===== src/rtl/display_pkg.sv =====
// -----------------------------------------------------------------------------
// display_pkg
// Shared types and helpers for the display pipeline (binary-to-BCD converter and
// the seven-segment driver downstream of it).
//   bcd_digit_t  : one BCD nibble
//   cnv_state_t  : converter FSM states
//   pow10(n)     : 10**n as a 64-bit constant, used to derive the largest
//                  displayable decimal value for a given digit count
// -----------------------------------------------------------------------------
package display_pkg;

    typedef logic [3:0] bcd_digit_t;

    typedef enum logic [1:0] {
        CNV_IDLE,
        CNV_SHIFT,
        CNV_DONE
    } cnv_state_t;

    // 64 bits comfortably holds 10**8, the largest power needed (8 digits).
    function automatic logic [63:0] pow10(input int n);
        logic [63:0] r;
        r = 64'd1;
        for (int k = 0; k < n; k++) begin
            r = r * 64'd10;
        end
        return r;
    endfunction

endpackage


===== src/rtl/bcd_dabble_step.sv =====
// -----------------------------------------------------------------------------
// bcd_dabble_step
// Combinational add-3 stage of the double-dabble algorithm: every BCD nibble
// that is 5 or more gets 3 added so that the following left shift carries
// correctly into the next decimal digit.
// Ports:
//   i_digits  in   [NUM_SEGMENTS-1:0][3:0]  BCD accumulator before adjust
//   o_digits  out  [NUM_SEGMENTS-1:0][3:0]  BCD accumulator after add-3
// -----------------------------------------------------------------------------
module bcd_dabble_step
    import display_pkg::*;
#(
    parameter int NUM_SEGMENTS = 4
) (
    input  logic [NUM_SEGMENTS-1:0][3:0] i_digits,
    output logic [NUM_SEGMENTS-1:0][3:0] o_digits
);

    genvar gi;
    generate
        for (gi = 0; gi < NUM_SEGMENTS; gi++) begin : g_nibble
            bcd_digit_t w_nib;
            assign w_nib        = i_digits[gi];
            // Nibbles above 9 only occur for overflowing inputs; they wrap
            // harmlessly because the final result is forced to all 9s then.
            assign o_digits[gi] = (w_nib >= 4'd5) ? bcd_digit_t'(w_nib + 4'd3) : w_nib;
        end
    endgenerate

endmodule


===== src/rtl/bin_to_bcd_seq.sv =====
// -----------------------------------------------------------------------------
// bin_to_bcd_seq
// Iterative shift-add-3 (double-dabble) binary-to-BCD converter feeding the
// seven-segment driver. One conversion at a time with a start/ready handshake;
// the result outputs hold the last conversion so the display stays stable.
// Values that do not fit in NUM_SEGMENTS decimal digits display as all 9s with
// every digit point lit.
// Ports:
//   clk          in   1                         rising-edge clock
//   CPU_RESETN   in   1                         async active-low reset
//   start        in   1                         conversion request (taken when ready)
//   bin_in       in   BIN_WIDTH                 unsigned value, sampled on accept
//   ready        out  1                         idle, next start is accepted
//   done         out  1                         one-cycle pulse, outputs just updated
//   encoded      out  [NUM_SEGMENTS-1:0][3:0]   BCD digits, [0] = units
//   digit_point  out  [NUM_SEGMENTS-1:0]        all ones on overflow
//   overflow     out  1                         last value exceeded 10**N-1
// -----------------------------------------------------------------------------
module bin_to_bcd_seq
    import display_pkg::*;
#(
    parameter int BIN_WIDTH    = 16,
    parameter int NUM_SEGMENTS = 4
) (
    input  logic                          clk,
    input  logic                          CPU_RESETN,
    input  logic                          start,
    input  logic [BIN_WIDTH-1:0]          bin_in,
    output logic                          ready,
    output logic                          done,
    output logic [NUM_SEGMENTS-1:0][3:0]  encoded,
    output logic [NUM_SEGMENTS-1:0]       digit_point,
    output logic                          overflow
);

    localparam int                ACC_W     = 4 * NUM_SEGMENTS;
    localparam int                ITER_W    = $clog2(BIN_WIDTH + 1);
    localparam logic [63:0]       MAX_DEC   = pow10(NUM_SEGMENTS) - 64'd1;
    localparam logic [ITER_W-1:0] LAST_ITER = ITER_W'(BIN_WIDTH - 1);

    // Reset is asserted asynchronously but released on a clock edge so that
    // the FSM never leaves reset with a metastable release.
    logic [1:0] r_rst_sync;
    logic       w_rst_n;

    always_ff @(posedge clk or negedge CPU_RESETN) begin
        if (!CPU_RESETN) begin
            r_rst_sync <= 2'b00;
        end else begin
            r_rst_sync <= {r_rst_sync[0], 1'b1};
        end
    end

    assign w_rst_n = r_rst_sync[1];

    cnv_state_t                  r_state;
    cnv_state_t                  w_state_next;
    logic [BIN_WIDTH-1:0]        r_shreg;
    logic [ACC_W-1:0]            r_accum;
    logic [ITER_W-1:0]           r_iter;
    logic                        r_ovf;
    logic [ACC_W-1:0]            r_encoded;
    logic [NUM_SEGMENTS-1:0]     r_digit_point;
    logic                        r_overflow;
    logic                        r_done;

    logic [ACC_W-1:0]            w_accum_adj;
    logic [ACC_W+BIN_WIDTH-1:0]  w_shifted;
    logic                        w_accept;
    logic                        w_ovf_in;

    bcd_dabble_step #(
        .NUM_SEGMENTS (NUM_SEGMENTS)
    ) u_step (
        .i_digits (r_accum),
        .o_digits (w_accum_adj)
    );

    // Bits shifted out of the top of the accumulator are dropped; that only
    // happens for values already flagged as overflow.
    assign w_shifted = {w_accum_adj, r_shreg} << 1;
    assign w_accept  = start && (r_state == CNV_IDLE);
    // Compare in 64 bits so MAX_DEC is never truncated for narrow inputs.
    assign w_ovf_in  = (64'(bin_in) > MAX_DEC);

    // ---------------- FSM ----------------
    always_ff @(posedge clk or negedge w_rst_n) begin
        if (!w_rst_n) begin
            r_state <= CNV_IDLE;
        end else begin
            r_state <= w_state_next;
        end
    end

    always_comb begin
        w_state_next = r_state;
        case (r_state)
            CNV_IDLE:  if (start) w_state_next = CNV_SHIFT;
            CNV_SHIFT: if (r_iter == LAST_ITER) w_state_next = CNV_DONE;
            CNV_DONE:  w_state_next = CNV_IDLE;
            default:   w_state_next = CNV_IDLE;
        endcase
    end

    // ---------------- datapath ----------------
    always_ff @(posedge clk or negedge w_rst_n) begin
        if (!w_rst_n) begin
            r_shreg       <= '0;
            r_accum       <= '0;
            r_iter        <= '0;
            r_ovf         <= 1'b0;
            r_encoded     <= '0;
            r_digit_point <= '0;
            r_overflow    <= 1'b0;
            r_done        <= 1'b0;
        end else begin
            r_done <= 1'b0;
            case (r_state)
                CNV_IDLE: begin
                    if (w_accept) begin
                        r_shreg <= bin_in;
                        r_accum <= '0;
                        r_iter  <= '0;
                        r_ovf   <= w_ovf_in;
                    end
                end
                CNV_SHIFT: begin
                    r_accum <= w_shifted[ACC_W+BIN_WIDTH-1:BIN_WIDTH];
                    r_shreg <= w_shifted[BIN_WIDTH-1:0];
                    r_iter  <= r_iter + 1'b1;
                end
                CNV_DONE: begin
                    r_encoded     <= r_ovf ? {NUM_SEGMENTS{4'd9}} : r_accum;
                    r_digit_point <= {NUM_SEGMENTS{r_ovf}};
                    r_overflow    <= r_ovf;
                    r_done        <= 1'b1;
                end
                default: begin
                    r_done <= 1'b0;
                end
            endcase
        end
    end

    assign ready       = (r_state == CNV_IDLE);
    assign done        = r_done;
    assign encoded     = r_encoded;
    assign digit_point = r_digit_point;
    assign overflow    = r_overflow;

endmodule


===== config.mk =====
export PLATFORM = sky130hd
export DESIGN_NAME = bin_to_bcd_seq
export DESIGN_NICKNAME = d
export VERILOG_FILES = /design/src/rtl/display_pkg.sv /design/src/rtl/bcd_dabble_step.sv /design/src/rtl/bin_to_bcd_seq.sv
export SDC_FILE = /design/constraint.sdc
export NUM_CORES = 1
export LEC_CHECK = 0
export ABC_CLOCK_PERIOD_IN_PS = 2100
export CORE_MARGIN = 3
export CORE_UTILIZATION = 53
export CTS_CLUSTER_SIZE = 24
export DETAILED_ROUTE_END_ITERATION = 6
export PLACE_DENSITY = 0.8
export SYNTH_ARGS = -nofsm -noshare
export SYNTH_HDL_FRONTEND = slang
export SYNTH_SLANG_ARGS = --single-unit

===== constraint.sdc =====
create_clock -name clk -period 2.1 [get_ports clk]
set_clock_uncertainty 0.15 [all_clocks]
set_input_delay 0.21 -clock clk [delete_from_list [all_inputs] [get_ports clk]]
set_output_delay 0.21 -clock clk [all_outputs]
set_load 0.01 [all_outputs]

==> flow_summary.ini <==
[final_layout]
layout-drive-gt1-share = 0.0764
area.growth.synth_to_final_pct = 21.6
fin_util = 0.686
diodes = 0
final_cells = 381
fin_nets = 342

[floorplan]
core_um2 = 4880
chipHeight_um = 78.1
die_w_um = 78.1
die_area_um2 = 6090
num_io_pins = 42
floorplan.initialDensity = 0.564
placement_rows = 25

[critical_path]
path_delay_family = compound AO/OA/AOI/OAI gates
cp.required_ps = 2200
cpMaxStageDelayCell = dfrtp_1
cp-start-kind = flip-flop
endpoint_kind = flip-flop
cpPeakStageDelay_ps = 370
cp_max_fo = 5
critical_path_class = flip-flop to flip-flop
crit_arrival_ps = 1940
crit_buf_inv = 1
cp_cell_sequence = inv_1 -> ha_1 -> nand2b_1 -> a21oi_1 -> mux2_2 -> o21ai_0

[power]
p_sw_w = 0.00183
combPwrFrac = 0.431
pwr-share-seq = 0.403
internal_power_w = 0.00307
p_leak_nw = 1.50
fin_total_pwr_w = 0.00490
swShare = 0.373
p_per_area_nw_per_um2 = 1460
ir_drop_mv = 1.43
p_clk_frac = 0.166

[drt]
drt-wirelength-per-cell_um = 13.5
vias_per_cell = 5.31
dr.pass1.iters = 5
first_iter_violations = 138
ant_nets = 0
drt_drc_violations_left = 0
vias = 2022
routed_wl_mm = 5.14

[logic_synthesis]
syn_nets = 300
yosys.area.top_type_share = 0.546
syn-cell-area_um2 = 2750
syn_area_per_cell_um2 = 10.2
synth-seq-cells = 60
synth_enable_flop_cells = 0
ys_seq_area_frac = 0.546
async_flop_share = 1.00
synth_top_flop_cell = dfrtp_1
yosys-top-cells-area = dfrtp_1, nor2_1, o21ai_0
synth_top_area_cell = dfrtp_1
synth_cell_types = 31
ys_warn_count = 0
syn-instance-count = 271

[sta]
tns_ps = 0
rsz0062_at_grt = false
period_share = 0.878
drv_slew = 0
finalCriticalPeriod_ps = 1840
setup_viol = 0
tightest_slew_ps = 555
max_freq_mhz = 542
finalHoldViolations = 0
max_slew_margin = 0.630

[cts]
root_buffer = clkbuf_8
post_cts_resized = 0
cts_tree = yes
clk_latency_ps = 320
cts.sinks = 60
clkTransAtPathRegs_ps = 60
clk_path_buf_depth = 2
htree_levels = 3
numCtsBuffers = 9

[global_route]
use_met2 = 0.306
antenna_found_initial = 0
grt_pass1_wl_mm = 9.38
grt_pass1_vias = 2050
grtUsageMet3 = 0.0401
globalRoute.totalOverflow = 0
top_usage_layer = met2
gr-usage-met1 = 0.262
grt_max_degree = 59
grt_use_total = 0.195

[placed_design]
dp_cells = 368
port_buffers = 41
gp_congestion = 0.794
hpwl_mm = 3.50

[status]
outcome = complete, no violations

[hold_path]
hold_class = flip-flop to asynchronous set/reset pin

[flow_run]
drv_cap = 0
==> per-layer routing <==
layer	wire length (um)	share of wire	vias to the layer above
met5	0	0	-
met4	81	0.016	0
met3	210	0.041	9
met2	2470	0.48	50
met1	2380	0.46	953
li1	-	-	1010
==> final cells by class <==
| cell class | instances | area (um^2) |
|---|---|---|
| Inverter | 11 | 41.3 |
| Multi-Input combinational cell | 180 | 1070 |
| Clock buffer | 12 | 145 |
| Timing Repair Buffer | 51 | 500 |
| Tap cell | 67 | 83.8 |
| Sequential cell | 60 | 1500 |
| Fill cell | 406 | 1530 |
==> power groups by stage <==
stage | Sequential (W) | Combinational [W] | Clock (W)
after floorplan | 0.00192 | 0.00159 | 0
after global placement | 0.00197 | 0.00204 | 0
after detailed placement | 0.00199 | 0.00212 | 0
after CTS | 0.00198 | 0.00213 | 0.000834
after global routing | 0.00205 | 0.00241 | 0.000888
final | 0.00197 | 0.00211 | 0.000813
==> Yosys cell counts (all sizes together), types with 3 or more instances <==
library cell / n
ha: 10
inv: 11
nor2: 41
nand2b: 10
clkbuf: 4
nand3: 5
xor2: 3
a21oi: 5
o31ai: 8
xnor2: 4
o22ai: 19
dfrtp: 60
nand2: 26
o21ai: 26
buf: 16
mux2: 3
a32o: 4
o32ai: 3
==> what timing repair did <==
action                    CTS  global route
hold endpoints to repair    2             0
buffers inserted            0             0
hold buffers                1             0
==> cell usage in the layout (no fill, tap or decap), drive strengths merged, types with 4 or more instances in the layout <==
| cell | netlist | routed |
|---|---|---|
| a21oi | 5 | 5 |
| a32o | 4 | 4 |
| buf | 16 | 9 |
| clkbuf | 4 | 12 |
| clkdlybuf4s50 | 0 | 41 |
| dfrtp | 60 | 60 |
| ha | 10 | 10 |
| inv | 11 | 11 |
| nand2 | 26 | 26 |
| nand2b | 10 | 10 |
| nand3 | 5 | 5 |
| nor2 | 41 | 41 |
| o21ai | 26 | 26 |
| o22ai | 19 | 19 |
| o31ai | 8 | 8 |
| xnor2 | 4 | 4 |
==> path summary, 6_finish.rpt <==
path	endpoint	from	depth (start not counted)	slack [ps]
max	r_accum[2]	r_accum[1]	6	260
min	encoded[3]	r_rst_sync[1]	1	110
max reg2reg	r_accum[2]	r_accum[1]	6	260
min reg2reg	encoded[3]	r_rst_sync[1]	1	110
max in group asynchronous	r_rst_sync[1]	CPU_RESETN	2	1240
min in group clk	r_rst_sync[1]	r_rst_sync[0]	0	210
==> worst register-to-register path: stages (launching register included) <==
cell and delay (ps):
dfrtp_1 370, inv_1 160, ha_1 230, nand2b_1 70, a21oi_1 290, mux2_2 370, o21ai_0 140
==> cells by family (layout without fill, tap and decap cells) <==
| kind of cell | count (synthesis) | count (layout) | share of synthesized area |
|---|---|---|---|
| multiplexers | 5 | 5 | 0.0196 |
| AND/OR/NAND/NOR | 90 | 90 | 0.149 |
| XOR/XNOR | 7 | 7 | 0.0223 |
| AO/OA/AOI/OAI | 67 | 67 | 0.152 |
| other | 1 | 1 | 0.00136 |
| flip-flops | 60 | 60 | 0.546 |
| buffers and inverters | 31 | 74 | 0.0646 |
| adder cells (fa/ha/maj) | 10 | 10 | 0.0455 |
==> per-stage QoR <==
stage / cell area (um^2) / worst slack [ps] / hold WS (ps)
5_1_grt: 3350 / 67.8 / 141
2_1_floorplan: 2750 / 156 / -236
4_1_cts: 3350 / 238 / 133
3_5_place_dp: 3190 / 179 / 124
6_report: 3350 / 255 / 113
3_3_place_gp: 3190 / 230 / 125
==> flip-flops by register name (all words and copies together), names as in the netlist <==
| name | count |
|---|---|
| r_accum | 16 |
| done | 1 |
| r_state | 2 |
| r_iter | 5 |
| r_shreg | 16 |
| overflow | 1 |
| r_ovf | 1 |
| r_rst_sync | 2 |
| encoded | 16 |
Note: power is estimated with default switching activity, not from simulation.
